===== config.mk =====
export PLATFORM = sky130hd
export DESIGN_NAME = xbus_arbiter
export DESIGN_NICKNAME = d
export VERILOG_FILES = /design/src/rtl/xbus_arbiter.sv
export SDC_FILE = /design/constraint.sdc
export NUM_CORES = 1
export LEC_CHECK = 0
export BUFFER_PORTS_ARGS = -buffer_cell sky130_fd_sc_hd__buf_2
export CORE_ASPECT_RATIO = 1.75
export CORE_MARGIN = 4
export CORE_UTILIZATION = 40
export CTS_BUF_LIST = sky130_fd_sc_hd__clkbuf_8
export DETAILED_ROUTE_END_ITERATION = 16
export PLACE_DENSITY = 0.77
export SYNTH_ARGS = -nofsm -noshare
export SYNTH_HDL_FRONTEND = slang
export SYNTH_SLANG_ARGS = --single-unit

===== constraint.sdc =====
create_clock -name clk -period 3.2 [get_ports clk]
set_clock_uncertainty 0.2 [all_clocks]
set_input_delay 0.16 -clock clk [delete_from_list [all_inputs] [get_ports clk]]
set_output_delay 0.16 -clock clk [all_outputs]
set_load 0.005 [all_outputs]

===== src/rtl/xbus_arbiter.sv =====
// Round-robin arbiter sharing one blocking XBus channel between NUM_WR writers and one reader.
// Optional per-writer wait timeout enabled by defining XBUS_TIMEOUT_EN.
module xbus_arbiter #(
  parameter int unsigned NUM_WR      = 4,
  parameter int unsigned DATA_W      = 11,
  parameter int unsigned TIMEOUT_CYC = 15
) (
  input  logic                        clk,
  input  logic                        rst,
  input  logic [NUM_WR-1:0]           wr_req,
  input  logic [NUM_WR*DATA_W-1:0]    wr_data,
  output logic [NUM_WR-1:0]           wr_ack,
  output logic [NUM_WR-1:0]           wr_err,
  input  logic                        rd_req,
  output logic signed [DATA_W-1:0]    rd_data,
  output logic                        rd_valid,
  output logic [$clog2(NUM_WR)-1:0]   grant_id,
  output logic                        busy
);

  localparam int unsigned GW = $clog2(NUM_WR);
  localparam logic signed [DATA_W-1:0] SAT_MAX = DATA_W'(999);
  localparam logic signed [DATA_W-1:0] SAT_MIN = DATA_W'(-999);

  typedef enum logic {S_IDLE, S_ACK} state_t;

  state_t                     state_q, state_d;
  logic [GW-1:0]              grant_d;
  logic [GW-1:0]              win;
  logic [GW-1:0]              cand;
  logic                       found;
  logic signed [DATA_W-1:0]   sel;
  logic signed [DATA_W-1:0]   data_d;
  logic [NUM_WR-1:0]          ack_d;
  logic                       valid_d;
  logic                       busy_d;

  // Clamp to the MCX accumulator range.
  function automatic logic signed [DATA_W-1:0] sat(input logic signed [DATA_W-1:0] x);
    if (x > SAT_MAX)      return SAT_MAX;
    else if (x < SAT_MIN) return SAT_MIN;
    else                  return x;
  endfunction

  // Winner search, data mux and next-state/output decode.
  always_comb begin
    state_d = state_q;
    grant_d = grant_id;
    data_d  = rd_data;
    ack_d   = '0;
    valid_d = 1'b0;
    busy_d  = 1'b0;
    win     = grant_id;
    cand    = '0;
    found   = 1'b0;
    sel     = '0;

    for (int unsigned k = 1; k <= NUM_WR; k++) begin
      cand = GW'((32'(grant_id) + k) % NUM_WR);
      if (!found && wr_req[cand]) begin
        found = 1'b1;
        win   = cand;
      end
    end

    for (int unsigned i = 0; i < NUM_WR; i++) begin
      if (GW'(i) == win) sel = wr_data[i*DATA_W +: DATA_W];
    end

    case (state_q)
      S_IDLE: begin
        if (rd_req && found) begin
          state_d = S_ACK;
          grant_d = win;
          data_d  = sat(sel);
          valid_d = 1'b1;
          busy_d  = 1'b1;
          for (int unsigned i = 0; i < NUM_WR; i++) begin
            ack_d[i] = (GW'(i) == win);
          end
        end
      end
      S_ACK: begin
        state_d = S_IDLE;
      end
      default: begin
        state_d = S_IDLE;
      end
    endcase
  end

  always_ff @(posedge clk) begin
    if (rst) begin
      state_q  <= S_IDLE;
      grant_id <= GW'(NUM_WR - 1);
      rd_data  <= '0;
      wr_ack   <= '0;
      rd_valid <= 1'b0;
      busy     <= 1'b0;
    end else begin
      state_q  <= state_d;
      grant_id <= grant_d;
      rd_data  <= data_d;
      wr_ack   <= ack_d;
      rd_valid <= valid_d;
      busy     <= busy_d;
    end
  end

`ifdef XBUS_TIMEOUT_EN
  localparam int unsigned CW = $clog2(TIMEOUT_CYC + 1);

  logic [CW-1:0] to_cnt [NUM_WR];

  // Per-writer wait counter; the request itself is never masked.
  always_ff @(posedge clk) begin
    if (rst) begin
      wr_err <= '0;
      for (int unsigned i = 0; i < NUM_WR; i++) to_cnt[i] <= '0;
    end else begin
      for (int unsigned i = 0; i < NUM_WR; i++) begin
        wr_err[i] <= 1'b0;
        if (!wr_req[i] || ack_d[i]) begin
          to_cnt[i] <= '0;
        end else if ((32'(to_cnt[i]) + 32'd1) == TIMEOUT_CYC) begin
          to_cnt[i] <= '0;
          wr_err[i] <= 1'b1;
        end else begin
          to_cnt[i] <= to_cnt[i] + CW'(1);
        end
      end
    end
  end
`else
  // No wait counters in this build; the error lines are tied low.
  assign wr_err = {NUM_WR{1'b0}} & {NUM_WR{TIMEOUT_CYC != 0}};
`endif

endmodule


=== Word level (Yosys, flattened, before mapping) ===
Cells that the tools add are included.

* Flip-flop bits (word level): 19
* Word-level logic and storage cells: 55
* Input bits: 51

* Bitwise logic cells: 2
* Add/subtract/negate cells: 4
* Equal/unequal tests: 3
* $lt $le $gt $ge: 6
* Multiplexer cells: 24
* Reduce and logical (&&, ||, !) cells: 11

{| class="wikitable"
|+ Operators with widths
! operator !! number
|-
| $mux W11 || 6
|-
| $lt A2 B3 Y1 const B || 4
|-
| $gt A11 B11 Y1 const B || 1
|-
| $lt A11 B11 Y1 const B || 1
|-
| $mux W1 || 9
|-
| $bmux W1 S2 || 4
|-
| $mux W2 || 4
|-
| $add A2 B1 Y2 const B || 2
|-
| $add A2 B2 Y2 const B || 2
|-
| $eq A2 B2 Y1 const A || 2
|-
| $logic_and A1 B1 Y1 || 4
|-
| $logic_not A1 Y1 || 3
|-
| $reduce_or A3 Y1 || 1
|-
| $eq A1 B2 Y1 const A || 1
|-
| $logic_not A2 Y1 || 1
|-
| $not A1 Y1 || 2
|-
| $pmux W1 S2 || 1
|-
| $reduce_and A2 Y1 || 1
|-
| $reduce_or A2 Y1 || 1
|}

=== Depth between registers and ports, before layout ===
* Depth after elaboration: 21
* Mapped depth: 10
* Mapped depth without buffers: 8

=== Worst setup path before layout ===
Ideal clock, no wire load.

* Path type: flip-flop to flip-flop
* From: reg grant_id[0]
* To: reg rd_data[0]
* Stages on the path, launching flop included: 10
* Setup slack: 570 ps
* Clock period less this slack: 2630 ps
* Data arrival time: 2350 ps
* Required time: 2921 ps
* Path through: dfxtp_1 nand2b_1 o21ai_1 a221oi_2 buf_6 mux4_2 nor4_2 nand3b_1 o21a_1 a211oi_2

* Longest elaborated chain between the ends: 21
* Elaborated cells on any way between the ends: 40
* Classes of those cells: 4 x add/sub; 2 x order compare; 3 x eq/ne; 22 x mux; 9 x reduce/logical

{| class="wikitable"
|+ Ends and longest elaborated chain
! element !! RTL line !! text
|-
| start: declaration || 17 || <nowiki>output logic [$clog2(NUM_WR)-1:0] grant_id,</nowiki>
|-
| start signal: assignment || 95 || <nowiki>grant_id <= GW'(NUM_WR - 1);</nowiki>
|-
| start signal: assignment || 102 || <nowiki>grant_id <= grant_d;</nowiki>
|-
| $add A2 B1 Y2 || 59 || <nowiki>cand = GW'((32'(grant_id) + k) % NUM_WR);</nowiki>
|-
| $bmux W1 S2 || 60 || <nowiki>if (!found && wr_req[cand]) begin</nowiki>
|-
| $mux W1 (implied by the code) || 60 ||
|-
| $mux W1 || 60 ||
|-
| $logic_not A1 Y1 || 60 ||
|-
| $logic_and A1 B1 Y1 || 60 ||
|-
| $mux W1 || 60 ||
|-
| $logic_not A1 Y1 || 60 ||
|-
| (+2 left out) || -- ||
|-
| $logic_not A1 Y1 || 60 ||
|-
| $logic_and A1 B1 Y1 || 60 ||
|-
| $mux W2 || 60 ||
|-
| $logic_not A2 Y1 || 67 || <nowiki>if (GW'(i) == win) sel = wr_data[i*DATA_W +: DATA_W];</nowiki>
|-
| $mux W11 (4 in a row) || 67 ||
|-
| $lt A11 B11 Y1 || 41 || <nowiki>else if (x < SAT_MIN) return SAT_MIN;</nowiki>
|-
| $mux W11 || 41 ||
|-
| $mux W11 || 40 || <nowiki>if (x > SAT_MAX) return SAT_MAX;</nowiki>
|-
| end signal: assignment || 103 || <nowiki>rd_data <= data_d;</nowiki>
|-
| end: declaration || 15 || <nowiki>output logic signed [DATA_W-1:0] rd_data,</nowiki>
|}

Several ways; a longest one is shown, not always the timed one. The select of a mux whose other input is x is not followed.
A chain may end at the register's enable or synchronous reset.

=== Worst setup path after layout ===
Same ends and word-level chain as after synthesis.

==> flow_metrics.py <==
metrics = {
    "cells_and_area": {
        "nets": 238,
        "synthToLayoutAreaGrowth_pct": 38.0,
        "diodes": 0,
        "fillCellCount": 246,
        "drive_gt1_share_pct": 50.0,
    },
    "global_route": {
        "grt_start_max_net_pins": 18,
        "first_global_vias": 1192,
        "globalRouteOverflowTotal": 0,
        "antenna_found_initial": 0,
        "track_usage_pct": 17.4,
        "grt_pass1_wl_um": 4880,
    },
    "route": {
        "ant_nets": 0,
        "drc": 0,
        "wl_per_cell_um": 13.9,
        "routed_wl_um": 2970,
        "vias": 1144,
        "first_pass_iters": 4,
        "vias_per_cell": 5.37,
        "drt_iter0_drc": 16,
    },
    "pwr": {
        "peakVddDrop_mv": 0.239,
        "combPwrFrac_pct": 35.1,
        "finalPower_w": 0.000681,
        "cellLeakagePower_nw": 0.741,
        "power_switching_w": 0.000197,
        "clkPwrFrac_pct": 27.1,
        "p_per_area_mw_per_mm2": 443,
        "sw_frac_of_total_pct": 29.0,
        "seqPwrFrac_pct": 37.8,
        "intPower_w": 0.000483,
    },
    "critical_path": {
        "crit_fanout": 6,
        "cp.required_ns": 3.18,
        "cpPeakStageDelay_ns": 0.53,
        "cp_num_buf_inv": 1,
        "startpoint": "grant_id[0]",
        "r2r-start": "grant_id[0]",
        "crit_type": "reg2reg",
        "cp.arrival_ns": 2.84,
        "crit_slowest_cell": "mux4_2",
        "cp-start-kind": "flip-flop",
        "path_cells": "nand2b_1 > o21ai_1 > a221oi_4 > buf_12 > mux4_2 > nor4_2 > nand3b_1 > o21a_1 > a211oi_2",
        "cp_top_family": "compound AO/OA/AOI/OAI gates",
        "r2r_setup_slack_ns": 0.34,
        "crit_path_end_kind": "flip-flop",
    },
    "synthesis": {
        "synth_cell_type_count": 35,
        "ys_ff_latch": 18,
        "ys_async_sr_fraction_pct": 0,
        "synth_top_cell_area_share_pct": 32.4,
        "synth.cell_area_sq_mm": 0.00111,
        "synth_cells": 118,
        "synth-main-ff-cell": "dfxtp_1",
        "synth_area_leader_cell": "dfxtp_1",
        "synth-edff-count": 0,
        "synthTopCellsByArea": "dfxtp_1 (32%), mux4_2 (16%), mux2i_1 (5.4%)",
        "yosysMostFrequentCell": "dfxtp_1",
        "synth.avg_cell_area_sq_um": 9.44,
        "synth_common_cells": "dfxtp_1 (18), nand2_1 (15), nor2_1 (15)",
        "yosysSeqAreaShare_pct": 32.4,
        "ys_warn_count": 0,
    },
    "cts": {
        "ctsResizeCount": 0,
        "cts.root.buffer_cell": "clkbuf_8",
        "htreeDepth": 1,
        "numClockSinks": 18,
        "tritoncts": "built",
        "clk_path_buf_depth": 2,
        "cts_buffers": 3,
        "clk_pin_slew_worst_paths_ns": 0.07,
        "clk_latency_ns": 0.25,
    },
    "place": {
        "dp_hpwl_um": 2440,
        "gp_congestion": 0.819,
        "portBuffers": 69,
    },
    "sta": {
        "fmax_ghz": 0.350,
        "fin_crit_ns": 2.86,
        "setup-tns-final_ns": 0,
        "max_slew.worst_pin.slew_ns": 0.590,
        "drv_slew": 0,
        "fin_crit_sh_pct": 89.4,
        "slew_headroom_pct": 60.5,
        "finalHoldViolCount": 0,
        "finalSetupViolCount": 0,
        "rsz0062_at_grt": "no",
    },
    "floorplan": {
        "ios": 74,
        "start_util_pct": 41.4,
        "die_y_um": 77.8,
        "core_area_sq_mm": 0.00269,
        "die_w_um": 47.9,
        "die_area_sq_mm": 0.00373,
        "core.rowCount": 25,
    },
    "worst_hold_path": {
        "holdCritStartpoint": "rst",
        "hp-class": "in2reg",
    },
    "flow_run": {
        "maxCapViolCount": 0,
    },
    "run_status": {
        "status": "complete, no violations",
    },
}
-- power by group through the flow --
stage,Clock (W),Combinational [W],Sequential [W]
detailed placement,0,0.000231,0.000263
finish,0.000184,0.000239,0.000258
CTS,0.000186,0.000232,0.000258
global route,0.000195,0.000265,0.000260
floorplan,0,0.000158,0.000263
global placement,0,0.000226,0.000261
-- final cells by class --
cell class	instances	area, sq um	share of cell area (%)
inverters	1	3.75	0.244
clock buffers	4	55.1	3.58
repair buffers	73	388	25.2
well taps	27	33.8	2.20
multi-input cells	90	696	45.3
flip-flops and latches	18	360	23.5
-- layout by cell type (no fill, tap or decap), types with 2 or more instances in the layout --
cell type	netlist	final
a211o_1	2	2
a21oi_2	2	2
o21ai_1	2	2
nor2_1	15	15
and2_1	2	2
a21oi_1	8	8
buf_2	1	69
dfxtp_1	18	18
nand3b_1	2	2
mux4_2	8	8
nor4b_1	2	2
conb_1	1	4
nand2_1	15	15
buf_4	6	3
mux2_2	3	3
clkbuf_8	0	4
mux2i_1	6	6
o21a_1	3	3
nand2b_1	3	3
-- path summary, 6_finish.rpt --
kind                 to  depth (start not counted)
max          rd_data[0]                          9
min          rd_data[7]                          2
max reg2reg  rd_data[0]                          9
min reg2reg  rd_data[5]                          2
-- per-layer routing --
layer	wire length (um)	track usage (%)
met2	1630	30.8
met3	178	2.09
met5	0	0
met1	1050	18.5
met4	109	8.63
-- logic make-up (layout without fill, tap and decap cells) --
logic type,after synthesis,in the layout,share of synthesized area (%)
muxes,17,17,24.6
and+or+nand+nor,46,46,20.7
AOI/OAI and AO/OA,23,23,14.8
buffers and inverters,13,78,7.19
other,1,4,0.337
DFF,18,18,32.4
-- worst reg2reg max path: cells and delay by family, from the launching register on --
kind            cells  cell delay [ns]
compound gates      4             0.84
mux                 1             0.53
buf+inv             1             0.16
flops               1             0.43
simple gates        3             0.64
-- registers in the layout, indices dropped and copies added, names as in the netlist --
register  cells
grant_id      2
rd_data      11
busy          1
wr_ack        4
-- through the flow --
step	setup slack (ns)	instance area (sq um)	cells	util [%]	hold slack (ns)
5_1_grt	0.120	1540	213	57.1	0.106
4_1_cts	0.232	1520	212	56.4	0.0821
2_1_floorplan	0.570	1120	121	-	0.244
3_3_place_gp	0.367	1460	208	54.3	0.244
6_report	0.341	1540	213	57.1	0.0862
3_5_place_dp	0.251	1460	208	54.3	0.246
-- repair_timing --
item                                    CTS  global route
endpoints found under the setup margin    0             2
hold buffers                              0             0
setup buffers                             0             1
Note: power is estimated with default switching activity, not from simulation.
